**src/rtl/fma_pkg.sv**
```systemverilog
// fma_pkg: shared widths, encodings and FSM states for the FMA issue controller
package fma_pkg;
    localparam int FP_W = 32;
    localparam logic [1:0] RND_NEAREST = 2'b00;
    localparam logic [1:0] RND_ZERO    = 2'b01;
    localparam logic [1:0] RND_POS     = 2'b10;
    localparam logic [1:0] RND_NEG     = 2'b11;
    localparam logic OP_ADD = 1'b0;
    localparam logic OP_SUB = 1'b1;
    typedef enum logic {IDLE, DRIVE} state_t;
endpackage

```
**src/rtl/fma_res_fifo.sv**
```systemverilog
// fma_res_fifo: synchronous result FIFO with push/pop/flush and occupancy count
// Ports: clk, rst_n (async, active low), flush (sync empty), push/wdata (tail write),
//        pop (head advance), rdata (head, 0 when empty), valid (non-empty), count (occupancy).
module fma_res_fifo #(
    parameter int W = 32,
    parameter int DEPTH = 4,
    localparam int PW = $clog2(DEPTH),
    localparam int CW = $clog2(DEPTH + 1)
) (
    input  logic          clk,
    input  logic          rst_n,
    input  logic          flush,
    input  logic          push,
    input  logic [W-1:0]  wdata,
    input  logic          pop,
    output logic [W-1:0]  rdata,
    output logic          valid,
    output logic [CW-1:0] count
);
    logic [W-1:0]  mem_q [DEPTH];
    logic [PW-1:0] wr_q, wr_d, rd_q, rd_d;
    logic [CW-1:0] cnt_q, cnt_d;
    logic          do_push, do_pop;

    always_comb begin
        do_pop  = pop && cnt_q != '0;
        do_push = push && (cnt_q != CW'(DEPTH) || do_pop);
        wr_d    = flush ? '0 : do_push ? wr_q + 1'b1 : wr_q;
        rd_d    = flush ? '0 : do_pop ? rd_q + 1'b1 : rd_q;
        cnt_d   = flush ? '0 : cnt_q + CW'(do_push) - CW'(do_pop);
    end

    always_ff @(posedge clk or negedge rst_n) begin
        if (!rst_n) begin
            wr_q  <= '0;
            rd_q  <= '0;
            cnt_q <= '0;
        end else begin
            wr_q  <= wr_d;
            rd_q  <= rd_d;
            cnt_q <= cnt_d;
        end
    end

    always_ff @(posedge clk) begin
        if (do_push && !flush) mem_q[wr_q] <= wdata;
    end

    assign valid = cnt_q != '0;
    assign count = cnt_q;
    // Gate the head so an empty FIFO (including right after reset) reads 0.
    assign rdata = valid ? mem_q[rd_q] : '0;
endmodule

```
**src/rtl/fma_issue_ctrl.sv**
```systemverilog
// fma_issue_ctrl: issues operand sets to the combinational FMA datapath and queues its results
// Ports: clk, rst_n (async, active low), flush (sync abort);
//        in_* with in_valid/in_ready: operand set intake;
//        fma_*: registered datapath operands, fma_out: datapath result;
//        res_data with res_valid/res_ready: result drain; busy, res_count: status.
module fma_issue_ctrl
    import fma_pkg::*;
#(
    parameter int SETTLE_CYC = 2,
    parameter int FIFO_DEPTH = 4,
    localparam int CW = $clog2(FIFO_DEPTH + 1)
) (
    input  logic            clk,
    input  logic            rst_n,
    input  logic            flush,
    input  logic            in_valid,
    output logic            in_ready,
    input  logic [FP_W-1:0] in_a,
    input  logic [FP_W-1:0] in_b,
    input  logic [FP_W-1:0] in_c,
    input  logic [FP_W-1:0] in_d,
    input  logic            in_op,
    input  logic [1:0]      in_rnd,
    output logic [FP_W-1:0] fma_a,
    output logic [FP_W-1:0] fma_b,
    output logic [FP_W-1:0] fma_c,
    output logic [FP_W-1:0] fma_d,
    output logic            fma_op,
    output logic [1:0]      fma_rnd,
    input  logic [FP_W-1:0] fma_out,
    output logic            res_valid,
    input  logic            res_ready,
    output logic [FP_W-1:0] res_data,
    output logic            busy,
    output logic [CW-1:0]   res_count
);
    state_t          state_q, state_d;
    logic [3:0]      cnt_q, cnt_d;
    logic [FP_W-1:0] a_q, a_d, b_q, b_d, c_q, c_d, d_q, d_d;
    logic            op_q, op_d;
    logic [1:0]      rnd_q, rnd_d;
    logic            accept, done;

    always_comb begin
        in_ready = state_q == IDLE && res_count < CW'(FIFO_DEPTH) && !flush;
        accept   = in_valid && in_ready;
        // A result due on a flush edge is dropped rather than pushed.
        done     = state_q == DRIVE && cnt_q == '0 && !flush;
        state_d  = state_q;
        cnt_d    = cnt_q;
        if (flush) begin
            state_d = IDLE;
            cnt_d   = '0;
        end else if (accept) begin
            state_d = DRIVE;
            cnt_d   = 4'(SETTLE_CYC - 1);
        end else if (state_q == DRIVE) begin
            state_d = cnt_q == '0 ? IDLE : DRIVE;
            cnt_d   = cnt_q == '0 ? '0 : cnt_q - 4'd1;
        end
        a_d   = accept ? in_a : a_q;
        b_d   = accept ? in_b : b_q;
        c_d   = accept ? in_c : c_q;
        d_d   = accept ? in_d : d_q;
        op_d  = accept ? in_op : op_q;
        rnd_d = accept ? in_rnd : rnd_q;
    end

    always_ff @(posedge clk or negedge rst_n) begin
        if (!rst_n) begin
            state_q <= IDLE;
            cnt_q   <= '0;
            a_q     <= '0;
            b_q     <= '0;
            c_q     <= '0;
            d_q     <= '0;
            op_q    <= 1'b0;
            rnd_q   <= '0;
        end else begin
            state_q <= state_d;
            cnt_q   <= cnt_d;
            a_q     <= a_d;
            b_q     <= b_d;
            c_q     <= c_d;
            d_q     <= d_d;
            op_q    <= op_d;
            rnd_q   <= rnd_d;
        end
    end

    fma_res_fifo #(.W(FP_W), .DEPTH(FIFO_DEPTH)) u_fifo (
        .clk   (clk),
        .rst_n (rst_n),
        .flush (flush),
        .push  (done),
        .wdata (fma_out),
        .pop   (res_ready),
        .rdata (res_data),
        .valid (res_valid),
        .count (res_count)
    );

    assign fma_a   = a_q;
    assign fma_b   = b_q;
    assign fma_c   = c_q;
    assign fma_d   = d_q;
    assign fma_op  = op_q;
    assign fma_rnd = rnd_q;
    assign busy    = state_q == DRIVE;
endmodule

```
**config.mk**
```make
export PLATFORM = sky130hd
export DESIGN_NAME = fma_issue_ctrl
export DESIGN_NICKNAME = d
export VERILOG_FILES = /design/src/rtl/fma_pkg.sv /design/src/rtl/fma_res_fifo.sv /design/src/rtl/fma_issue_ctrl.sv
export SDC_FILE = /design/constraint.sdc
export NUM_CORES = 1
export LEC_CHECK = 0
export BUFFER_PORTS_ARGS = -buffer_cell sky130_fd_sc_hd__buf_2
export CAP_MARGIN = 20
export CORE_MARGIN = 3
export CORE_UTILIZATION = 30
export DETAILED_ROUTE_END_ITERATION = 16
export GPL_TIMING_DRIVEN = 1
export MAX_ROUTING_LAYER = met4
export PLACE_DENSITY_LB_ADDON = 0.12
export SLEW_MARGIN = 5
export SYNTH_ARGS = -nofsm -noshare
export SYNTH_HDL_FRONTEND = slang
export SYNTH_SLANG_ARGS = --single-unit
```
**constraint.sdc**
```tcl
create_clock -name clk -period 2.2 [get_ports clk]
set_input_delay 0.33 -clock clk [delete_from_list [all_inputs] [get_ports clk]]
set_output_delay 0.33 -clock clk [all_outputs]
set_load 0.02 [all_outputs]
```
==> flow_summary_export.csv <==
group,metric,value,unit
sta,period_minus_slack,2370,ps
worst_setup_path,r2r-end,"u_fifo.count[2]",
logic_synthesis,netlist_area,10500,sq um
min_path,min_path_cells,4,
floorplan,rows,67,
pwr,report.power.total,20.8,mW
status,violations,"negative setup slack",
clocking,htree_levels,1,
global_routing,grt_first_pass_wirelength,47.2,mm
min_path,holdPathEnd,"u_fifo.rd_q[0]",
worst_setup_path,r2r_cells,10,
worst_setup_path,critical_path_class,"reg -> out",
min_path,hold_path_class,"in -> reg",
route,drt_wl_total,29.4,mm
sta,rsz0062_at_grt,"true",
sta,finalMaxSlewViolations,0,
sta,fin_worst_skew,7.08,ps
logic_synthesis,synth_top_cell_by_area,"edfxtp_1",
worst_setup_path,crit_path_cell_trace,"buf_6, buf_16, mux4_2, nor2b_1, buf_4",
floorplan,die_h,193,microns
worst_setup_path,crit-reg2reg-launch,"u_fifo.count[2]",
sta,tightest_slew,541,ps
min_path,hold_start,"res_ready",
floorplan,die_x,193,microns
run,drv_cap,0,
clocking,cts.sinks,271,
floorplan,io_pins,337,
logic_synthesis,synth.distinct_cells,34,
finish,nets,1533,
route,drc,0,
finish,drive_gt1_share,34.9,%
route,wire_per_inst,16.1,microns
clocking,root_buffer,"clkbuf_16",
worst_setup_path,endpoint_kind,"primary output",
logic_synthesis,yosys_register_bits,271,
finish,fin_util,46.9,%
global_routing,use_met1,19.6,%
place,gp_congestion,0.737,
global_routing,antenna_found_initial,1,
sta,slew_headroom,63.9,%
logic_synthesis,async_flop_share,52.8,%
route,vias,7843,
worst_setup_path,r2r_setup_slack,120,ps
clocking,worstSkewPairLatency,540,ps
place,hpwl,19.1,mm
place,io_buffers,336,
floorplan,initial_core_util,30.9,%
pwr,p_leak,7.45,nW
status,status,"finished, violations left",
finish,nFillCells,3184,
logic_synthesis,synth_edf_count,128,
logic_synthesis,yosysMostFrequentCell,"nand2_1",
worst_setup_path,max_stage_delay,490,ps
pwr,power_density,1300,nW/um^2
global_routing,met3_usage,3.98,%
route,first_iter_violations,369,
worst_setup_path,crit_arrival,2040,ps
global_routing,grt.busiest_layer,"met2",
finish,area_growth,51.8,%
route,vias_per_cell,4.28,
place,place_ws,80.8,ps
route,first_pass_iters,4,
logic_synthesis,synth-main-ff-cell,"dfrtp_1",
sta,fin_crit_sh,108,%
global_routing,grt_pass1_vias,8436,
sta,hold_slack,157,ps
logic_synthesis,synth_common_cells,"nand2_1 (395), dfrtp_1 (143), edfxtp_1 (128)",
global_routing,gr-total-overflow,0,
route,ant_nets,0,
clocking,cts_buffer_depth,3,
clocking,numCtsBuffers,30,
floorplan,die-area,37300,sq um
worst_setup_path,required,1870,ps
sta,finalHoldViolations,0,
global_routing,grt_max_degree,86,
sta,worst_slack,-166,ps
pwr,peakVddDrop,666,uV
global_routing,grt_util_met2,27.2,%
logic_synthesis,yosysTopAreaCellShare,36.6,%
logic_synthesis,synthTopCellsByArea,"edfxtp_1 (37%), dfrtp_1 (34%), nand2_1 (14%)",
global_routing,track_usage,16.0,%
worst_setup_path,crit_fanout,7,
clocking,tritoncts,"built",
clocking,clk_pin_slew_worst_paths,60,ps
sta,fmax,0.423,GHz
floorplan,coreArea,34000,sq um
sta,setup_viol,32,
logic_synthesis,ys_seq_area_share,70.6,%
logic_synthesis,synthCells,831,
logic_synthesis,syn-num-nets,1007,
worst_setup_path,cp_slowest_cell,"mux4_2",
logic_synthesis,synth_warnings,0,
logic_synthesis,synth.avg_cell_area,12.7,sq um
worst_setup_path,startpoint_type,"flop",
-- critical path, delay by kind of cell (launching register included) --
kind / cells / cell delay [ps]
mux: 1 / 490
simple gates: 1 / 150
flops: 1 / 400
buf+inv: 3 / 460
-- stage by stage --
step | cells | TNS [ps] | instance area, sq um
after floorplan | 831 | 0 | 10500
after global placement | 1602 | 0 | 13000
after detailed placement | 1602 | 0 | 13000
after CTS | 1828 | -5550 | 15800
after global routing | 1830 | -6870 | 16000
final | 1831 | -4030 | 16000
-- per-layer routing --
layer | share of wire (%) | wire [microns] | vias up
li1 | - | - | 3817
met1 | 42 | 12300 | 3750
met2 | 50 | 14700 | 243
met3 | 6.7 | 1970 | 33
met4 | 1.4 | 426 | 0
met5 | 0 | 0 | -
-- cells in the final DEF, fill, tap and decap left out, drive strengths merged, types with 2 or more instances in the layout --
cell	count
nor2b	33
clkinv	10
dfrtp	143
diode	2
clkbuf	41
ha	7
o31ai	2
nor2	6
nor4b	3
bufinv	4
nor3	4
dlygate4sd3	164
mux4	32
inv	9
buf	373
nand2	395
and2	5
edfxtp	128
xor2	3
nand2b	2
-- sequential cells by signal, indices dropped and copies added, names as in the netlist --
signal and count:
u_fifo.mem_q 128, fma_a 32, fma_b 32, fma_c 32
fma_d 32, cnt_q 4, u_fifo.count 3, fma_rnd 2
u_fifo.rd_q 2, u_fifo.wr_q 2, busy 1, fma_op 1
-- timing repair --
item,4_1_cts,5_1_grt
gates cloned,3,0
resized for setup,23,36
hold buffers,164,0
hold endpoints to repair,307,0
endpoints found under the setup margin,33,34
setup buffers,3,2
pin swaps,0,3
-- area by class of cell --
type,count,area (sq um),area share [%]
antenna,2,5.00,0.0314
timing repair buffer,537,3940,24.7
multi-input combinational,508,2950,18.5
inverter,9,33.8,0.212
tap,448,561,3.51
clock buffer,41,863,5.41
sequential,271,7420,46.5
clock inverter,15,180,1.13
-- how the worst max path moves through the flow --
stage                     cells after the start              end  slack, ps       startpoint
after floorplan                               9  u_fifo.count[2]          4  u_fifo.count[2]
after global placement                       10  u_fifo.count[2]         90  u_fifo.count[0]
after detailed placement                     10  u_fifo.count[2]         80  u_fifo.count[0]
after CTS                                     5     res_data[11]       -200   u_fifo.rd_q[0]
after global routing                          5     res_data[19]       -240   u_fifo.rd_q[0]
final                                         5     res_data[19]       -170   u_fifo.rd_q[0]
-- where the power goes --
| part | switching (mW) | internal [mW] | total [mW] |
|---|---|---|---|
| clock | 2.01 | 3.20 | 5.21 |
| combinational | 4.96 | 3.26 | 8.22 |
| sequential | 0.719 | 6.66 | 7.38 |
-- logic make-up (layout without fill, tap and decap cells) --
kind of cell	Yosys count	count (layout)	synth area share (%)
AOI/OAI and AO/OA	8	8	0.571
xor gates and xnor gates	3	3	0.250
adders and majority gates	8	8	1.02
buffers and inverters	52	602	2.62
DFF	271	271	70.6
muxes	34	34	7.06
other	0	2	0
and+or+nand+nor	455	455	17.9
No activity file was read; power rests on OpenSTA's default activity.
